`config.mk`:
```
export PLATFORM = sky130hd
export DESIGN_NAME = cpu_run_ctrl
export DESIGN_NICKNAME = d
export VERILOG_FILES = /design/src/rtl/cpu_run_ctrl.sv
export SDC_FILE = /design/constraint.sdc
export NUM_CORES = 1
export LEC_CHECK = 0
export ABC_AREA = 1
export CAP_MARGIN = 20
export CORE_MARGIN = 3
export CORE_UTILIZATION = 31
export CTS_BUF_LIST = sky130_fd_sc_hd__clkbuf_4
export DETAILED_ROUTE_END_ITERATION = 7
export SLEW_MARGIN = 10
export SYNTH_ARGS = -nofsm -noshare
export SYNTH_HDL_FRONTEND = slang
export SYNTH_SLANG_ARGS = --single-unit
```
`constraint.sdc`:
```
create_clock -name clk -period 4.6 [get_ports clk]
set_input_delay 1.15 -clock clk [delete_from_list [all_inputs] [get_ports clk]]
set_output_delay 1.15 -clock clk [all_outputs]
set_load 0.02 [all_outputs]
```
`src/rtl/cpu_run_ctrl.sv`:
```
// Run controller for the simulated MIPS core: stretches reset into a core reset
// pulse, counts cycles/retirements, and flags program end (jump-to-self) or timeout.
module cpu_run_ctrl #(
  parameter int PC_W        = 32,
  parameter int CNT_W       = 32,
  parameter int RST_CYCLES  = 2,
  parameter int MAX_CYCLES  = 100000,
  parameter int HALT_REPEAT = 3
) (
  input  logic             clk,
  input  logic             reset,
  input  logic             restart,
  input  logic             retire,
  input  logic [PC_W-1:0]  retire_pc,
  output logic             core_reset,
  output logic             running,
  output logic             done,
  output logic             timeout,
  output logic [PC_W-1:0]  halt_pc,
  output logic [CNT_W-1:0] cycle_cnt,
  output logic [CNT_W-1:0] instr_cnt
);

  localparam int RST_W = (RST_CYCLES > 1) ? $clog2(RST_CYCLES) : 1;
  localparam int REP_W = $clog2(HALT_REPEAT);

  localparam logic [RST_W-1:0] RST_LAST = RST_W'(RST_CYCLES - 1);
  localparam logic [CNT_W-1:0] CYC_LAST = CNT_W'(MAX_CYCLES - 1);
  localparam logic [REP_W-1:0] REP_LAST = REP_W'(HALT_REPEAT - 2);

  typedef enum logic [1:0] {
    RST_HOLD,
    RUN,
    HALTED,
    TIMEOUT
  } state_t;

  state_t           state;
  logic [RST_W-1:0] rst_cnt;
  logic [REP_W-1:0] rep_cnt;
  logic [PC_W-1:0]  last_pc;
  logic             last_pc_valid;

  logic pc_match;
  logic halt_hit;
  logic budget_hit;

  function automatic logic [CNT_W-1:0] sat_inc(input logic [CNT_W-1:0] v);
    return (&v) ? v : v + CNT_W'(1);
  endfunction

  // rep_cnt counts repeats after the first sighting, so the halt fires on the
  // HALT_REPEAT-th consecutive retirement of the same PC.
  assign pc_match   = retire && last_pc_valid && (retire_pc == last_pc);
  assign halt_hit   = pc_match && (rep_cnt == REP_LAST);
  assign budget_hit = (cycle_cnt == CYC_LAST);

  always_ff @(posedge clk) begin
    if (reset || restart) begin
      state         <= RST_HOLD;
      rst_cnt       <= '0;
      core_reset    <= 1'b1;
      running       <= 1'b0;
      done          <= 1'b0;
      timeout       <= 1'b0;
      halt_pc       <= '0;
      cycle_cnt     <= '0;
      instr_cnt     <= '0;
      last_pc       <= '0;
      last_pc_valid <= 1'b0;
      rep_cnt       <= '0;
    end else begin
      case (state)
        RST_HOLD: begin
          rst_cnt <= rst_cnt + RST_W'(1);
          if (rst_cnt == RST_LAST) begin
            state      <= RUN;
            core_reset <= 1'b0;
            running    <= 1'b1;
          end
        end
        RUN: begin
          cycle_cnt <= sat_inc(cycle_cnt);
          if (retire) begin
            instr_cnt     <= sat_inc(instr_cnt);
            rep_cnt       <= pc_match ? rep_cnt + REP_W'(1) : '0;
            last_pc       <= retire_pc;
            last_pc_valid <= 1'b1;
          end
          // A halt on the budget edge takes precedence over the timeout.
          if (halt_hit) begin
            state   <= HALTED;
            running <= 1'b0;
            done    <= 1'b1;
            halt_pc <= retire_pc;
          end else if (budget_hit) begin
            state   <= TIMEOUT;
            running <= 1'b0;
            done    <= 1'b1;
            timeout <= 1'b1;
          end
        end
        default: begin
        end
      endcase
    end
  end

endmodule
```
# Yosys cells after proc, flatten, opt, wreduce, memory -nomap -nowiden
# Cells that the tools add are included.
[word_totals]
output_inout_bits = 100
wordCells = 53
input_bits = 36
reg_bits = 138
[classes]
eq_ne = 6
bitwise = 3
addsub = 4
n_reduce_logical = 17
muxes = 11
[op_table]
columns = ["operator", "count"]
rows = [
  ["$add 32x1->32 const B", 2],
  ["$reduce_and 32->1", 2],
  ["$eq 32x17->1 const B", 1],
  ["$eq 32x32->1", 1],
  ["$reduce_and 2->1", 5],
  ["$reduce_and 3->1", 3],
  ["$mux 2", 4],
  ["$mux 1", 5],
  ["$eq 2x1->1 const B", 2],
  ["$pmux 2 s2", 1],
  ["$reduce_bool 2->1", 2],
  ["$logic_and 1x1->1", 3],
  ["$ne 3x3->1 const B", 1],
  ["$not 1->1", 3],
  ["$add 2x1->2 const B", 1],
  ["$logic_not 2->1", 1],
  ["$ne 2x2->1 const B", 1],
  ["$pmux 1 s2", 1],
  ["$add 1x1->1 const B", 1],
  ["$logic_or 1x1->1", 1],
]

# Logic depth before layout (Yosys ltp)
[logic_depth]
depth_word = 5
mapped_depth = 14
depth_no_buf = 12

# Worst setup path before layout
# OpenSTA, ideal clock, no wires.
[synth_timing]
kind = "input to register"
from = "input port retire"
to = "register halt_pc[0]"
required_ns = 4.487
path_buffers = 3
arrival_time_ns = 2.330
setup_time_ns = 0.113
slack_ns = 2.157
cell_stages = 12
cell_sequence = "buf_4 -> nand2_1 -> nor2_1 -> nand3_1 -> nor2_1 -> nand2_1 -> nor2_2 -> nand4_2 -> buf_6 -> buf_6 -> o21ai_1 -> nor2_1"
[synth_via]
elab_chain_len = 4
[synth_rtl]
columns = ["element", "line_no", "source"]
rows = [
  ["start: declaration", "13", "input logic retire,"],
  ["$logic_and 1x1->1 (2 in series)", "54", "assign pc_match = retire && last_pc_valid && (retire_pc == last_pc);"],
  ["$logic_and 1x1->1", "55", "assign halt_hit = pc_match && (rep_cnt == REP_LAST);"],
  ["$reduce_and 2->1 (no source line)", "n/a", ""],
  ["end signal: assignment", "95", "halt_pc <= retire_pc;"],
  ["end: declaration", "19", "output logic [PC_W-1:0] halt_pc,"],
]
# No other way between the ends.
# A chain may end at the register's enable or synchronous reset.

# Worst setup path in the final report
[layout_timing]
from = "register instr_cnt[26]"
to = "output port instr_cnt[26]"
[layout_rtl]
columns = ["element", "line_no", "source"]
rows = [
  ["start: declaration", "21", "output logic [CNT_W-1:0] instr_cnt"],
  ["start signal: assignment", "85", "instr_cnt <= sat_inc(instr_cnt);"],
]
# No word-level cell between the ends.

==> impl_table.tex <==
\begin{tabular}{lr}
\hline
Metric & Value \\
\hline
\multicolumn{2}{l}{\textbf{Synth}} \\
\quad Post-synth net total & 1145 \\
\quad Leading cell types by count after synthesis & sky130\_fd\_sc\_hd\_\_nand2\_1 (283), sky130\_fd\_sc\_hd\_\_inv\_1 (176), sky130\_fd\_sc\_hd\_\_dfxtp\_1 (138) \\
\quad Area share of the largest cell type after synthesis & 0.387 \\
\quad Number of enable-type register cells in the synthesized netlist & 0 \\
\quad Synth Instances & 1106 \\
\quad Most frequent cell after synthesis & sky130\_fd\_sc\_hd\_\_nand2\_1 \\
\quad Warnings from Yosys & 0 \\
\quad Main flop type after synthesis & sky130\_fd\_sc\_hd\_\_dfxtp\_1 \\
\quad Dominant cell type by area after synthesis & sky130\_fd\_sc\_hd\_\_dfxtp\_1 \\
\quad Synth Area per Inst & 6.46 um2 \\
\quad Cell area after synthesis & 7140 um2 \\
\quad Sequential cell area fraction in the yosys report & 0.387 \\
\quad Cell types occupying the most area after synthesis & sky130\_fd\_sc\_hd\_\_dfxtp\_1 (39\%), sky130\_fd\_sc\_hd\_\_nand2\_1 (15\%), sky130\_fd\_sc\_hd\_\_inv\_1 (9.3\%) \\
\quad Share of flip-flops with an asynchronous set or reset after synthesis & 0 \\
\quad Synth cell types & 33 \\
\quad Flip-flop and latch count after synthesis & 138 \\
\multicolumn{2}{l}{\textbf{Setup path}} \\
\quad CP Class & reg -> out \\
\quad Worst flop-to-flop path startpoint & instr\_cnt[0] \\
\quad Crit-path max FO & 7 \\
\quad Worst setup startpoint & instr\_cnt[26] \\
\quad Worst Path Arrival & 1.72 ns \\
\quad Setup slack of the worst register-to-register path & 2.03 ns \\
\quad Category of the worst setup path launch point & flip-flop \\
\quad Cell with the largest stage delay on the worst path & sky130\_fd\_sc\_hd\_\_clkdlybuf4s50\_1 \\
\quad Depth of the worst register-to-register path & 11 \\
\quad Critical path buffer and inverter count & 1 \\
\quad CP delay by family, top & buffers and inverters \\
\quad Slowest cell delay on critical path & 0.67 ns \\
\quad Crit-path cells & clkdlybuf4s50\_1 \\
\quad R2r endpoint & instr\_cnt[0] \\
\quad Critical path destination & instr\_cnt[26] \\
\quad Critical path data required time & 3.45 ns \\
\quad Worst Setup End Kind & output pin \\
\quad Stages on the worst setup path & 1 \\
\multicolumn{2}{l}{\textbf{CTS}} \\
\quad TritonCTS clock tree & built \\
\quad Hold\_buf cts & 0 \\
\quad Clock root cell & sky130\_fd\_sc\_hd\_\_clkbuf\_4 \\
\quad Number of buffers created by CTS & 17 \\
\quad TritonCTS sink count & 138 \\
\quad Insertion delay to the later sink of the worst-skew pair & 0.55 ns \\
\quad Maximum root-to-sink buffer count & 2 \\
\quad Number of post-CTS setup repair buffers & 0 \\
\quad Reg clk slew, reported paths & 0.13 ns \\
\quad PostCTS Resize Cnt & 0 \\
\quad H-tree lvl count & 4 \\
\multicolumn{2}{l}{\textbf{Power}} \\
\quad Total power per unit cell area & 241 nW/um2 \\
\quad Post-layout total power & 2170 uW \\
\quad Max VDD drop & 0.116 mV \\
\quad Leakage & 0.00323 uW \\
\multicolumn{2}{l}{\textbf{Floorplan}} \\
\quad Initial standard-cell utilization of the core & 0.321 \\
\quad Chip Width & 158 um \\
\quad Site row count & 54 \\
\quad Floorplan die height & 158 um \\
\quad CORE AREA & 22200 um2 \\
\quad Number of I/O pins & 136 \\
\quad Area of the die & 24900 um2 \\
\multicolumn{2}{l}{\textbf{STA}} \\
\quad Layout Skew & 0.0276 ns \\
\quad Share of the clock period used by the worst path & 0.624 \\
\quad Final worst hold slack & 0.456 ns \\
\quad Final hold vios & 0 \\
\quad Top achievable clock speed & 0.349 GHz \\
\quad Slew Viols, Final & 0 \\
\quad Setup violation total in the final timing report & 0 \\
\quad Worst Max-Slew Pin Slew & 0.995 ns \\
\quad Summed negative setup slack over all endpoints & 0 ns \\
\quad RSZ-0062 raised after global routing & no \\
\quad Worst slew margin & 0.334 \\
\quad Time the worst path needs with I/O delays and setup & 2.87 ns \\
\multicolumn{2}{l}{\textbf{GRT}} \\
\quad Number of global-route vias before repair & 6505 \\
\quad Total overflow reported by the global router & 0 \\
\quad Global-route wire length before repair & 32.4 mm \\
\quad Pin count of the biggest net entering global routing & 65 \\
\quad All-layer global routing usage & 0.160 \\
\quad Antenna violations before repair & 1 \\
\multicolumn{2}{l}{\textbf{Place}} \\
\quad Port buffer count & 135 \\
\quad HPWL after detailed placement & 13.9 mm \\
\quad Final weighted congestion in routability-driven placement & 0.867 \\
\multicolumn{2}{l}{\textbf{Drt}} \\
\quad Vias after detailed routing & 7062 \\
\quad Routed vias/inst & 4.64 \\
\quad Remaining antenna violation count after routing & 0 \\
\quad Post-detailed-route DRC marker count & 0 \\
\quad Final Routed Wirelength & 19.7 mm \\
\quad Starting DRT DRC Count & 507 \\
\quad Average wire length per cell after detail routing & 13.0 um \\
\quad Router iterations before antenna repair & 5 \\
\multicolumn{2}{l}{\textbf{Worst hold path}} \\
\quad Type of the worst min-delay path & reg -> reg \\
\multicolumn{2}{l}{\textbf{Status}} \\
\quad Outcome & completed \\
\multicolumn{2}{l}{\textbf{Finish}} \\
\quad Final Util & 0.405 \\
\quad NumNets Final & 1268 \\
\quad Area growth, synth to finish & 26.2\% \\
\quad Share of post-route cells with drive strength above 1 & 0.0411 \\
\multicolumn{2}{l}{\textbf{Job}} \\
\quad Reported max-cap violation count & 0 \\
\hline
\end{tabular}
[kinds of logic after synthesis]
kind of cell    Yosys count  synth area share
simple gates            547             0.326
buf+inv                 216             0.122
compound gates          169             0.120
flops                   138             0.387
xor+xnor                 33            0.0405
fa+ha+maj                 3           0.00526
[worst min-delay path by stage]
stage	start	endpoint	slack, ns	cells after the start
finish	core_reset	core_reset	0.46	2
global route	rep_cnt[1]	rep_cnt[1]	0.49	2
CTS	last_pc_valid	last_pc_valid	0.46	2
detailed placement	core_reset	core_reset	0.44	2
global placement	core_reset	core_reset	0.44	2
floorplan	last_pc_valid	last_pc_valid	0.43	2
[per-layer routing]
layer  track usage  up-vias  share of wire  wire [um]
met1         0.222     3153           0.50       9910
met5             0        -              0          0
met4        0.0335        0         0.0064        127
met3        0.0429       13          0.052       1030
met2         0.252      162           0.44       8670
li1              -     3734              -          -
[registers in the layout, indices dropped and copies added, names as in the netlist]
| name | count |
|---|---|
| last_pc | 32 |
| rst_cnt | 1 |
| core_reset | 1 |
| last_pc_valid | 1 |
| instr_cnt | 32 |
| running | 1 |
| cycle_cnt | 32 |
| rep_cnt | 2 |
| timeout | 1 |
| halt_pc | 32 |
| state | 2 |
| done | 1 |
[through the flow]
stage | instances | worst slack, ns | cell area, um2
after global placement | 1490 | 1.30 | 8720
final | 1522 | 1.73 | 9010
after detailed placement | 1490 | 1.26 | 8720
after floorplan | 1106 | 2.16 | 7140
after global routing | 1522 | 1.61 | 9010
after CTS | 1521 | 1.68 | 9010
[layout make-up]
cell class / count / area (um2)
clock inverter: 13 / 154
multi-input combinational: 752 / 3530
sequential: 138 / 2760
tap: 280 / 350
antenna: 1 / 2.50
timing repair buffer: 143 / 1410
inverter: 177 / 664
clock buffer: 18 / 135
fill: 2336 / 13200
[power by group]
group | switching [uW] | internal, uW | leakage (uW)
sequential | 2.06 | 1200 | 0.00111
clock | 472 | 375 | 0.000151
combinational | 76.1 | 50.8 | 0.00197
[cells in the final DEF (no fill, tap or decap), drive strengths merged, types with 2 or more instances in the layout]
cell and count:
o21ai 86, bufinv 3, nor4 12, a21oi 79, xnor2 13, nor3 50
nand2 283, nor3b 2, clkinv 7, xor2 20, clkdlybuf4s50 135, ha 3
nand4 24, inv 177, dfxtp 138, nand3b 4, nand3 35, clkbuf 18
or2 2, clkinvlp 3, buf 8, and3 4, nor2 130
No activity file was read; power rests on OpenSTA's default activity.
==> patch, RTL diff (same flow settings) <==
Change the parameter `CNT_W` from 32 to 64.
--- a/src/rtl/cpu_run_ctrl.sv
+++ b/src/rtl/cpu_run_ctrl.sv
@@ -4,3 +4,3 @@
   parameter int PC_W        = 32,
-  parameter int CNT_W       = 32,
+  parameter int CNT_W       = 64,
   parameter int RST_CYCLES  = 2,
Ports: changed (resized cycle_cnt and instr_cnt); port bits go from 136 to 200. The function was not compared with the original's and may differ.
==> patch against the original RTL <==
Routed wire length up 120%. Maximum frequency down 11%. Global-route usage up 4.9 points. Synthesized area up 68%. Sequential cell count up 64. Largest power group unchanged. Setup slack worse by 0.35 ns. Final area up 67%. Combinational power up 16%. Total power up 62%. Critical path depth unchanged. Final cell count up 77%. Register-to-register slack worse by 0.48 ns.
==> patch: results (changes against the original RTL) <==
- Syn_nets: 1,980 (+73%)
- IO Port Bufs: 199 (+47%)
- Layout Cells excl Fill: 2,700 (+77%)
- Clkbuf count: 82 (+64)
- Total number of vias: 12,900 (+83%)
- Worst-Skew Late Latency: 0.77 ns (+0.22 ns)
- Layout fillers: 4,167 (+78%)
- DR iter-0 viols: 807 (+59%)
- Num CTS Buffers: 59 (+42)
- Nets: 2,189 (+73%)
- Final worst slack: 1.38 ns (-0.353 ns)
- Cells after DPL: 2,600 (+74%)
- Multi-input logic area: 6640 um^2 (+88%)
- Synth cell count leaders: nand2_1, inv_1, nor2_1, dfxtp_1, a21oi_1
- Area contributors post-synth: dfxtp_1, nand2_1, inv_1
- Post-Syn Instances: 1,941 (+75%)
- Max IR drop VDD: 0.122 mV (+5.1%)
- GRT Overall Usage: 0.209 (+0.0489)
- Number of synthesized register bits: 202 (+46%)
- Register area share after synthesis: 0.338 (-0.0489)
- Run status: finished clean
- Wire length on met2: 19,500 um (+120%)
- Maximum fanout along the worst path: 8 (+1)
- GR Util met3: 0.0465 (+0.00358)
- Signal buffers: 209 (+46%)
- Count of unique library cells instantiated by Yosys: 32 (-3.0%)
- Post-DP HPWL: 33,200 um (+140%)
- Chip width: 202 um (+28%)
- NonClk Buf Share: 0.138 (-0.0187)
- Final Wtd Congestion: 0.993 (+14%)
- R2R Path End: cycle_cnt[2]$_SDFFE_PP0P_
- Crit path launch: instr_cnt[60]$_SDFFE_PP0P_
- Final Skew: 0.0577 ns (+0.0301 ns)
- Met1 Track Usage GR: 0.282 (+0.0608)
- Count of multi-input gates: 1,418 (+89%)
- Sw Ratio: 0.259 (+0.00571)
- Sequential cell area share: 0.268 (-0.0383)
- Compound-cell area share of the yosys netlist: 0.107 (-0.0129)
- Reg2reg setup slack: 1.55 ns (-0.48 ns)
- CP Data Arrival Time: 2.07 ns (+0.35 ns)
- Vias in the first global route: 12,300 (+89%)
- Largest net degree at the start of global routing: 85 (+31%)
- Clock-cell share of area: 0.0454 (+0.0133)
## patch: worst min-delay path by stage
| stage | start | to | slack [ns] | depth (start not counted) |
|---|---|---|---|---|
| 2_1_floorplan | last_pc_valid$_SDFFE_PP0P_ | last_pc_valid$_SDFFE_PP0P_ | 0.44 | 1 |
| 3_3_place_gp | core_reset$_SDFFE_PP1P_ | core_reset$_SDFFE_PP1P_ | 0.44 | 2 |
| 3_5_place_dp | core_reset$_SDFFE_PP1P_ | core_reset$_SDFFE_PP1P_ | 0.44 | 2 |
| 4_1_cts | core_reset$_SDFFE_PP1P_ | core_reset$_SDFFE_PP1P_ | 0.46 | 2 |
| 5_1_grt | core_reset$_SDFFE_PP1P_ | core_reset$_SDFFE_PP1P_ | 0.48 | 2 |
| 6_report | core_reset$_SDFFE_PP1P_ | core_reset$_SDFFE_PP1P_ | 0.46 | 2 |
